**config.mk**
```make
export PLATFORM = sky130hd
export DESIGN_NAME = control_unit
export DESIGN_NICKNAME = d
export VERILOG_FILES = /design/src/rtl/control_unit_pkg.sv /design/src/rtl/control_unit_instr_decode.sv /design/src/rtl/control_unit.sv
export SDC_FILE = /design/constraint.sdc
export NUM_CORES = 1
export LEC_CHECK = 0
export ABC_CLOCK_PERIOD_IN_PS = 2000
export CAP_MARGIN = 40
export CORE_UTILIZATION = 38
export DETAILED_ROUTE_END_ITERATION = 8
export PLACE_DENSITY = 0.88
export REMOVE_ABC_BUFFERS = 1
export SLEW_MARGIN = 20
export SYNTH_ARGS = -nofsm -noshare
export SYNTH_HDL_FRONTEND = slang
export SYNTH_HIERARCHICAL = 1
export SYNTH_SLANG_ARGS = --single-unit
```
**constraint.sdc**
```tcl
create_clock -name clk -period 2 [get_ports clk]
set_input_delay 0.2 -clock clk [delete_from_list [all_inputs] [get_ports clk]]
set_output_delay 0.2 -clock clk [all_outputs]
set_load 0.02 [all_outputs]
```
**src/rtl/control_unit_pkg.sv**
```systemverilog
// Shared Mini-SRC definitions: IR field positions, opcodes, ALU codes, sequencer states and instruction classes.
package control_unit_pkg;

  localparam int IR_W   = 32;
  localparam int OP_LSB = 27;
  localparam int RA_LSB = 23;
  localparam int RB_LSB = 19;
  localparam int RC_LSB = 15;

  localparam logic [4:0] OP_LD   = 5'b00000;
  localparam logic [4:0] OP_ST   = 5'b00010;
  localparam logic [4:0] OP_ADD  = 5'b00011;
  localparam logic [4:0] OP_SUB  = 5'b00100;
  localparam logic [4:0] OP_SHR  = 5'b00101;
  localparam logic [4:0] OP_SHL  = 5'b00110;
  localparam logic [4:0] OP_ROR  = 5'b00111;
  localparam logic [4:0] OP_ROL  = 5'b01000;
  localparam logic [4:0] OP_AND  = 5'b01001;
  localparam logic [4:0] OP_OR   = 5'b01010;
  localparam logic [4:0] OP_MUL  = 5'b01110;
  localparam logic [4:0] OP_DIV  = 5'b01111;
  localparam logic [4:0] OP_NEG  = 5'b10000;
  localparam logic [4:0] OP_NOT  = 5'b10001;
  localparam logic [4:0] OP_MFHI = 5'b10111;
  localparam logic [4:0] OP_MFLO = 5'b11000;
  localparam logic [4:0] OP_NOP  = 5'b11001;
  localparam logic [4:0] OP_HALT = 5'b11010;

  localparam logic [3:0] ALU_ADD = 4'h0;
  localparam logic [3:0] ALU_SUB = 4'h1;
  localparam logic [3:0] ALU_SHR = 4'h2;
  localparam logic [3:0] ALU_SHL = 4'h3;
  localparam logic [3:0] ALU_ROR = 4'h4;
  localparam logic [3:0] ALU_ROL = 4'h5;
  localparam logic [3:0] ALU_AND = 4'h6;
  localparam logic [3:0] ALU_OR  = 4'h7;
  localparam logic [3:0] ALU_MUL = 4'h8;
  localparam logic [3:0] ALU_DIV = 4'h9;
  localparam logic [3:0] ALU_NEG = 4'hA;
  localparam logic [3:0] ALU_NOT = 4'hB;

  typedef enum logic [3:0] {
    S_CLR, S_F0, S_F1, S_F2, S_T3, S_T4, S_T5, S_T6, S_T7, S_HALT
  } state_t;

  typedef enum logic [3:0] {
    C_ALU3, C_UNARY, C_MULDIV, C_MFHI, C_MFLO, C_LD, C_ST, C_NOP, C_HALT, C_ILLEGAL
  } iclass_t;

endpackage

```
**src/rtl/control_unit_instr_decode.sv**
```systemverilog
// Combinational instruction decode: opcode -> instruction class and ALU operation, plus Ra/Rb/Rc extraction.
module control_unit_instr_decode
  import control_unit_pkg::*;
#(
  parameter int OP_W      = 5,
  parameter int REG_SEL_W = 4,
  parameter int ALU_OP_W  = 4
) (
  input  logic [IR_W-1:0]      ir,
  output iclass_t              iclass,
  output logic [REG_SEL_W-1:0] ra,
  output logic [REG_SEL_W-1:0] rb,
  output logic [REG_SEL_W-1:0] rc,
  output logic [ALU_OP_W-1:0]  alu_op
);

  logic [OP_W-1:0] opcode;
  logic            unused_ir;

  assign opcode    = ir[OP_LSB +: OP_W];
  assign ra        = ir[RA_LSB +: REG_SEL_W];
  assign rb        = ir[RB_LSB +: REG_SEL_W];
  assign rc        = ir[RC_LSB +: REG_SEL_W];
  // Constant/immediate field is consumed by the datapath, not the sequencer.
  assign unused_ir = ^ir[RC_LSB-1:0];

  always_comb begin
    iclass = C_ILLEGAL;
    alu_op = '0;
    case (opcode)
      OP_LD:   iclass = C_LD;
      OP_ST:   iclass = C_ST;
      OP_ADD:  begin iclass = C_ALU3;   alu_op = ALU_ADD; end
      OP_SUB:  begin iclass = C_ALU3;   alu_op = ALU_SUB; end
      OP_SHR:  begin iclass = C_ALU3;   alu_op = ALU_SHR; end
      OP_SHL:  begin iclass = C_ALU3;   alu_op = ALU_SHL; end
      OP_ROR:  begin iclass = C_ALU3;   alu_op = ALU_ROR; end
      OP_ROL:  begin iclass = C_ALU3;   alu_op = ALU_ROL; end
      OP_AND:  begin iclass = C_ALU3;   alu_op = ALU_AND; end
      OP_OR:   begin iclass = C_ALU3;   alu_op = ALU_OR;  end
      OP_MUL:  begin iclass = C_MULDIV; alu_op = ALU_MUL; end
      OP_DIV:  begin iclass = C_MULDIV; alu_op = ALU_DIV; end
      OP_NEG:  begin iclass = C_UNARY;  alu_op = ALU_NEG; end
      OP_NOT:  begin iclass = C_UNARY;  alu_op = ALU_NOT; end
      OP_MFHI: iclass = C_MFHI;
      OP_MFLO: iclass = C_MFLO;
      OP_NOP:  iclass = C_NOP;
      OP_HALT: iclass = C_HALT;
      default: iclass = C_ILLEGAL;
    endcase
  end

endmodule

```
**src/rtl/control_unit.sv**
```systemverilog
// Hardwired Mini-SRC control sequencer (fetch, decode, execute T3..T7, memory handshake).
// Optional feature: define CU_SINGLE_STEP_EN to gate each instruction fetch on an in_step pulse.
module control_unit
  import control_unit_pkg::*;
#(
  parameter int OP_W      = 5,
  parameter int REG_SEL_W = 4,
  parameter int ALU_OP_W  = 4
) (
  input  logic                 clk,
  input  logic                 in_clr,
  input  logic [IR_W-1:0]      in_ir,
  input  logic                 in_mem_ready,
  input  logic                 in_step,
  output logic [REG_SEL_W-1:0] out_regfile_location,
  output logic [ALU_OP_W-1:0]  out_alu_opcode,
  output logic                 out_reg_clear,
  output logic                 out_mdr_select,
  output logic                 out_inc_pc,
  output logic                 out_regfile_read,
  output logic                 out_hi_read,
  output logic                 out_lo_read,
  output logic                 out_z_hi_read,
  output logic                 out_z_lo_read,
  output logic                 out_pc_read,
  output logic                 out_mdr_read,
  output logic                 out_c_read,
  output logic                 out_regfile_write,
  output logic                 out_hi_write,
  output logic                 out_lo_write,
  output logic                 out_z_write,
  output logic                 out_pc_write,
  output logic                 out_mdr_write,
  output logic                 out_ir_write,
  output logic                 out_y_write,
  output logic                 out_mar_write,
  output logic                 out_mem_read,
  output logic                 out_mem_write,
  output logic                 out_instr_done,
  output logic                 out_halted,
  output logic                 out_illegal
);

  state_t               state;
  logic                 halted;
  logic                 illegal;
  iclass_t              iclass;
  logic [REG_SEL_W-1:0] ra, rb, rc;
  logic [ALU_OP_W-1:0]  alu_op;
  logic                 fetch_go;
  logic                 mem_stall;

  control_unit_instr_decode #(
    .OP_W      (OP_W),
    .REG_SEL_W (REG_SEL_W),
    .ALU_OP_W  (ALU_OP_W)
  ) u_decode (
    .ir     (in_ir),
    .iclass (iclass),
    .ra     (ra),
    .rb     (rb),
    .rc     (rc),
    .alu_op (alu_op)
  );

`ifdef CU_SINGLE_STEP_EN
  assign fetch_go = in_step;
`else
  logic unused_step;
  assign fetch_go    = 1'b1;
  assign unused_step = in_step;
`endif

  // Only the ld data read (T6) and st write (T7) wait on memory inside execute.
  assign mem_stall = !in_mem_ready &&
                     ((state == S_T6 && iclass == C_LD) || (state == S_T7 && iclass == C_ST));

  function automatic state_t next_step(input state_t s);
    case (s)
      S_T3:    return S_T4;
      S_T4:    return S_T5;
      S_T5:    return S_T6;
      S_T6:    return S_T7;
      default: return S_F0;
    endcase
  endfunction

  always_ff @(posedge clk) begin
    if (in_clr) begin
      state   <= S_CLR;
      halted  <= 1'b0;
      illegal <= 1'b0;
    end else begin
      case (state)
        S_CLR: state <= S_F0;
        S_F0:  if (fetch_go) state <= S_F1;
        S_F1:  if (in_mem_ready) state <= S_F2;
        S_F2:  state <= S_T3;
        S_T3, S_T4, S_T5, S_T6, S_T7: begin
          if (out_instr_done) begin
            state <= S_F0;
          end else if (state == S_T3 && (iclass == C_HALT || iclass == C_ILLEGAL)) begin
            state   <= S_HALT;
            halted  <= 1'b1;
            illegal <= (iclass == C_ILLEGAL);
          end else if (!mem_stall) begin
            state <= next_step(state);
          end
        end
        S_HALT:  state <= S_HALT;
        default: state <= S_CLR;
      endcase
    end
  end

  assign out_halted  = halted;
  assign out_illegal = illegal;

  always_comb begin
    out_regfile_location = '0;
    out_alu_opcode       = '0;
    out_reg_clear        = 1'b0;
    out_mdr_select       = 1'b0;
    out_inc_pc           = 1'b0;
    out_regfile_read     = 1'b0;
    out_hi_read          = 1'b0;
    out_lo_read          = 1'b0;
    out_z_hi_read        = 1'b0;
    out_z_lo_read        = 1'b0;
    out_pc_read          = 1'b0;
    out_mdr_read         = 1'b0;
    out_c_read           = 1'b0;
    out_regfile_write    = 1'b0;
    out_hi_write         = 1'b0;
    out_lo_write         = 1'b0;
    out_z_write          = 1'b0;
    out_pc_write         = 1'b0;
    out_mdr_write        = 1'b0;
    out_ir_write         = 1'b0;
    out_y_write          = 1'b0;
    out_mar_write        = 1'b0;
    out_mem_read         = 1'b0;
    out_mem_write        = 1'b0;
    out_instr_done       = 1'b0;
    case (state)
      S_CLR: out_reg_clear = 1'b1;
      S_F0: if (fetch_go) begin
        out_pc_read   = 1'b1;
        out_mar_write = 1'b1;
        out_inc_pc    = 1'b1;
        out_pc_write  = 1'b1;
      end
      S_F1: begin
        out_mem_read   = 1'b1;
        out_mdr_select = 1'b1;
        out_mdr_write  = in_mem_ready;
      end
      S_F2: begin
        out_mdr_read = 1'b1;
        out_ir_write = 1'b1;
      end
      S_T3: case (iclass)
        C_ALU3, C_LD, C_ST: begin
          out_regfile_location = rb;
          out_regfile_read     = 1'b1;
          out_y_write          = 1'b1;
        end
        C_UNARY: begin
          out_regfile_location = rb;
          out_regfile_read     = 1'b1;
          out_alu_opcode       = alu_op;
          out_z_write          = 1'b1;
        end
        C_MULDIV: begin
          out_regfile_location = ra;
          out_regfile_read     = 1'b1;
          out_y_write          = 1'b1;
        end
        C_MFHI, C_MFLO: begin
          out_hi_read          = (iclass == C_MFHI);
          out_lo_read          = (iclass == C_MFLO);
          out_regfile_location = ra;
          out_regfile_write    = 1'b1;
          out_instr_done       = 1'b1;
        end
        C_NOP:   out_instr_done = 1'b1;
        default: ;
      endcase
      S_T4: case (iclass)
        C_ALU3, C_MULDIV: begin
          out_regfile_location = (iclass == C_ALU3) ? rc : rb;
          out_regfile_read     = 1'b1;
          out_alu_opcode       = alu_op;
          out_z_write          = 1'b1;
        end
        C_UNARY: begin
          out_z_lo_read        = 1'b1;
          out_regfile_location = ra;
          out_regfile_write    = 1'b1;
          out_instr_done       = 1'b1;
        end
        C_LD, C_ST: begin
          out_c_read     = 1'b1;
          out_alu_opcode = ALU_ADD;
          out_z_write    = 1'b1;
        end
        default: ;
      endcase
      S_T5: case (iclass)
        C_ALU3: begin
          out_z_lo_read        = 1'b1;
          out_regfile_location = ra;
          out_regfile_write    = 1'b1;
          out_instr_done       = 1'b1;
        end
        C_MULDIV: begin
          out_z_lo_read = 1'b1;
          out_lo_write  = 1'b1;
        end
        C_LD, C_ST: begin
          out_z_lo_read = 1'b1;
          out_mar_write = 1'b1;
        end
        default: ;
      endcase
      S_T6: case (iclass)
        C_MULDIV: begin
          out_z_hi_read  = 1'b1;
          out_hi_write   = 1'b1;
          out_instr_done = 1'b1;
        end
        C_LD: begin
          out_mem_read   = 1'b1;
          out_mdr_select = 1'b1;
          out_mdr_write  = in_mem_ready;
        end
        C_ST: begin
          out_regfile_location = ra;
          out_regfile_read     = 1'b1;
          out_mdr_write        = 1'b1;
        end
        default: ;
      endcase
      S_T7: case (iclass)
        C_LD: begin
          out_mdr_read         = 1'b1;
          out_regfile_location = ra;
          out_regfile_write    = 1'b1;
          out_instr_done       = 1'b1;
        end
        C_ST: begin
          out_mem_write  = 1'b1;
          out_instr_done = in_mem_ready;
        end
        default: ;
      endcase
      default: ;
    endcase
  end

endmodule

```
==> results by group <==
Place
  – Buffers on Ports: 52
  – Placer Congestion: 0.9228
  – Dpl hpwl: 3.580 mm
  – Setup WS pre-CTS: -1.318 ns
  – Post-DP Area: 2346 um^2

Logic synthesis
  – Post-synth EDFFs: 0
  – Syn. warnings: 6
  – Avg Inst Size Synth: roughly 6.8 um^2
  – Cell count after synthesis: approximately 220
  – Synth top area cells: buf_4 9.7%, dfxtp_1 8.2%, nor3_1 6.8%
  – Synthesis-stage register bit count: 6
  – Synth async-reset ratio: 0%
  – Synth unique cells: 59
  – Area fraction of the dominant cell type after synthesis: 9.727%
  – Post-synth top area cell: buf_4
  – Mapped Area: 1466 um^2
  – Register area share after synthesis: 8.191%
  – Main synth FF type: dfxtp_1

STA
  – Final hold vios: 0
  – Worst slew pin tran: 0.7304 ns
  – Max-slew violation count: 0
  – Peak Freq: just over 400 MHz
  – Hold WS: 0.4777 ns
  – Unrepaired setup endpoints after global routing: yes
  – Fin crit share: 122.9%
  – Setup violators final: 32
  – Slew margin rel.: 50.62%
  – Fin worst setup slack: -0.4585 ns
  – Fin Clk Skew: 0.0003818 ns
  – Final TNS setup: -8.554 ns
  – Crit path time final: 2.459 ns

Power and ir drop
  – Power Density: 484.8 nW/um^2
  – Lkg Pwr: 1.435 nW
  – Worst VDD drop: 0.2910 mV

Floorplanning
  – Full die area: about 4100 um^2
  – Initial core utilization: between 30% and 40%
  – Die width: around 64 um
  – Num ports: 69
  – Row cnt: 22
  – Chip height: 64.12 um
  – Core area: 3689 um^2

Route
  – WL/cell: 22.70 um
  – Vias: around 2.4k
  – Via density per instance: 6.284
  – Pre-antenna DRT Iters: 5
  – Drt drc: 0
  – DR iter-0 viols: approximately 250
  – Post-route ant nets: 0
  – Drt total wl: 8.808 mm

Clock tree
  – Clock tree buffer depth: 2
  – # H-tree levels: 1
  – Clock buffer count from CTS: 3
  – CTS tree: done
  – Clk pin slew, worst setup/hold paths: 0.04 ns
  – CTS Sinks: 6
  – Worst skew pair latency: 0.23 ns
  – Cts hold-fix bufs: 0
  – CTS Root Cell: clkbuf_8

Run
  – Max Cap Viol: 0

Global route
  – Largest net degree at the start of global routing: 14
  – Vias in the first global route: about 2.3k
  – Initial antenna violation count: 0
  – Total track usage: 36.66%
  – First-pass GRT wire length: 11.56 mm
  – GR Overflow Total: 0

Finish
  – Most frequent cells in the layout: 76 x buf_4, 57 x buf_6, 16 x clkdlybuf4s50_1
  – NumNets Final: 378
  – Share of cells above drive strength 1: approximately two thirds
  – N_diodes: 0
  – Syn-to-layout area delta: 121.6%
  – Final instance area: 3249 um^2
  – Commonest non-fill, non-tap cell in the layout: buf_4

Worst setup path
  – WP data arrival: ~2.3 ns
  – Worst-path fanout max: 4
  – Worst Setup Start Kind: primary input
  – WP buf/inv: 6
  – Worst stage delay on the critical path: 0.42 ns
  – Worst path most repeated cell: buf_6
  – CP delay by family, top: simple AND/OR/NAND/NOR gates
  – CP max stage cell: or3_4
  – CP Class: primary input to output pin
  – CP Launch Point: in_ir[30]
  – Launch point of the worst reg-to-reg path: state[0]
  – Critical path, cell by cell: buf_8 -> buf_6 -> nor2b_4 -> o2bb2ai_4 -> buf_6 -> nor3_4 -> buf_4 -> or3_4 -> nor4_4 -> buf_4 -> and2_4 -> a221o_1 -> buf_6
  – Worst EP required: 1.80 ns
  – Endpoint class of the critical path: output pin

Worst hold path
  – Type of the most critical hold path: register to register
  – Min-delay src: out_halted

Run status
  – Failing checks: negative setup slack
  – Status: finished with violations
-- layout make-up --
class / count / area, um^2
clock buffers: 3 / 41.29
fillers: 168 / 439.2
inverters: 4 / 15.01
multi-input cells: 168 / 1536
flip-flops and latches: 6 / 127.6
well taps: 48 / 60.06
repair buffers: 159 / 1469
-- flip-flops by register name (all words and copies together) (netlist names) --
register / flops
state: 4
out_halted: 1
out_illegal: 1
-- worst register-to-register path: cells and delay by family, from the launching register on --
family | cells | cell delay, ns
compound gates | 2 | 0.16
flops | 1 | 0.40
buf+inv | 1 | 0.19
simple gates | 3 | 1.06
-- through the flow --
step | total power, mW | instances | util [%]
floorplan | 0.5528 | 178 | -
global placement | 0.9723 | 348 | 63.60
detailed placement | 0.9932 | 348 | 63.60
CTS | 1.307 | 376 | 78.05
global route | 1.627 | 388 | 88.09
finish | 1.575 | 388 | 88.09
-- cells in the mapped netlist, drive strengths merged, types with 2 or more instances --
cell,n
a21oi,17
a221o,4
and2,9
and4bb,2
buf,33
clkbuf,5
dfxtp,6
inv,4
mux2,2
mux2i,2
nand2,13
nand2b,9
nand3,3
nand4b,2
nor2,17
nor2b,9
nor3,21
nor3b,2
nor4,6
nor4b,5
o21ai,7
o21bai,2
o22a,3
o22ai,3
o2bb2ai,2
o31ai,4
o32ai,2
or2,3
xnor2,2
xor2,2
-- final timing paths --
path | end | slack [ns] | depth (start not counted)
min | out_halted | 0.48 | 2
max reg2reg | state[3] | 0.08 | 6
min reg2reg | out_halted | 0.48 | 2
max | out_regfile_location[2] | -0.46 | 13
-- what timing repair did --
action                     in CTS  in global routing
cloned                          2                  0
gates resized for setup       265                 71
buffers inserted               27                 17
setup endpoints to repair      37                 37
pin swaps                      24                 32
-- logic make-up (layout without fill, tap and decap cells) --
group	after synthesis	after routing	share of synthesized area, %
buffers and inverters	42	166	17.15
multiplexers	4	4	2.901
flip-flops	6	6	8.191
AO/OA/AOI/OAI	53	53	25.51
XOR/XNOR	4	4	2.390
AND/OR/NAND/NOR	107	107	43.86
-- where the power goes --
group          switching (mW)  internal, mW
sequential             0.0551         0.140
combinational           0.621         0.571
clock                  0.0577         0.130
-- routing by layer --
metal / share of wire [%] / global-route usage, % / vias to the layer above
met5: 0 / 0 / -
met4: 8.3 / 21.39 / 0
met1: 36 / 42.38 / 1131
met3: 8.9 / 7.143 / 74
li1: - / - / 1024
met2: 47 / 62.37 / 209
No activity file was read; power rests on OpenSTA's default activity.
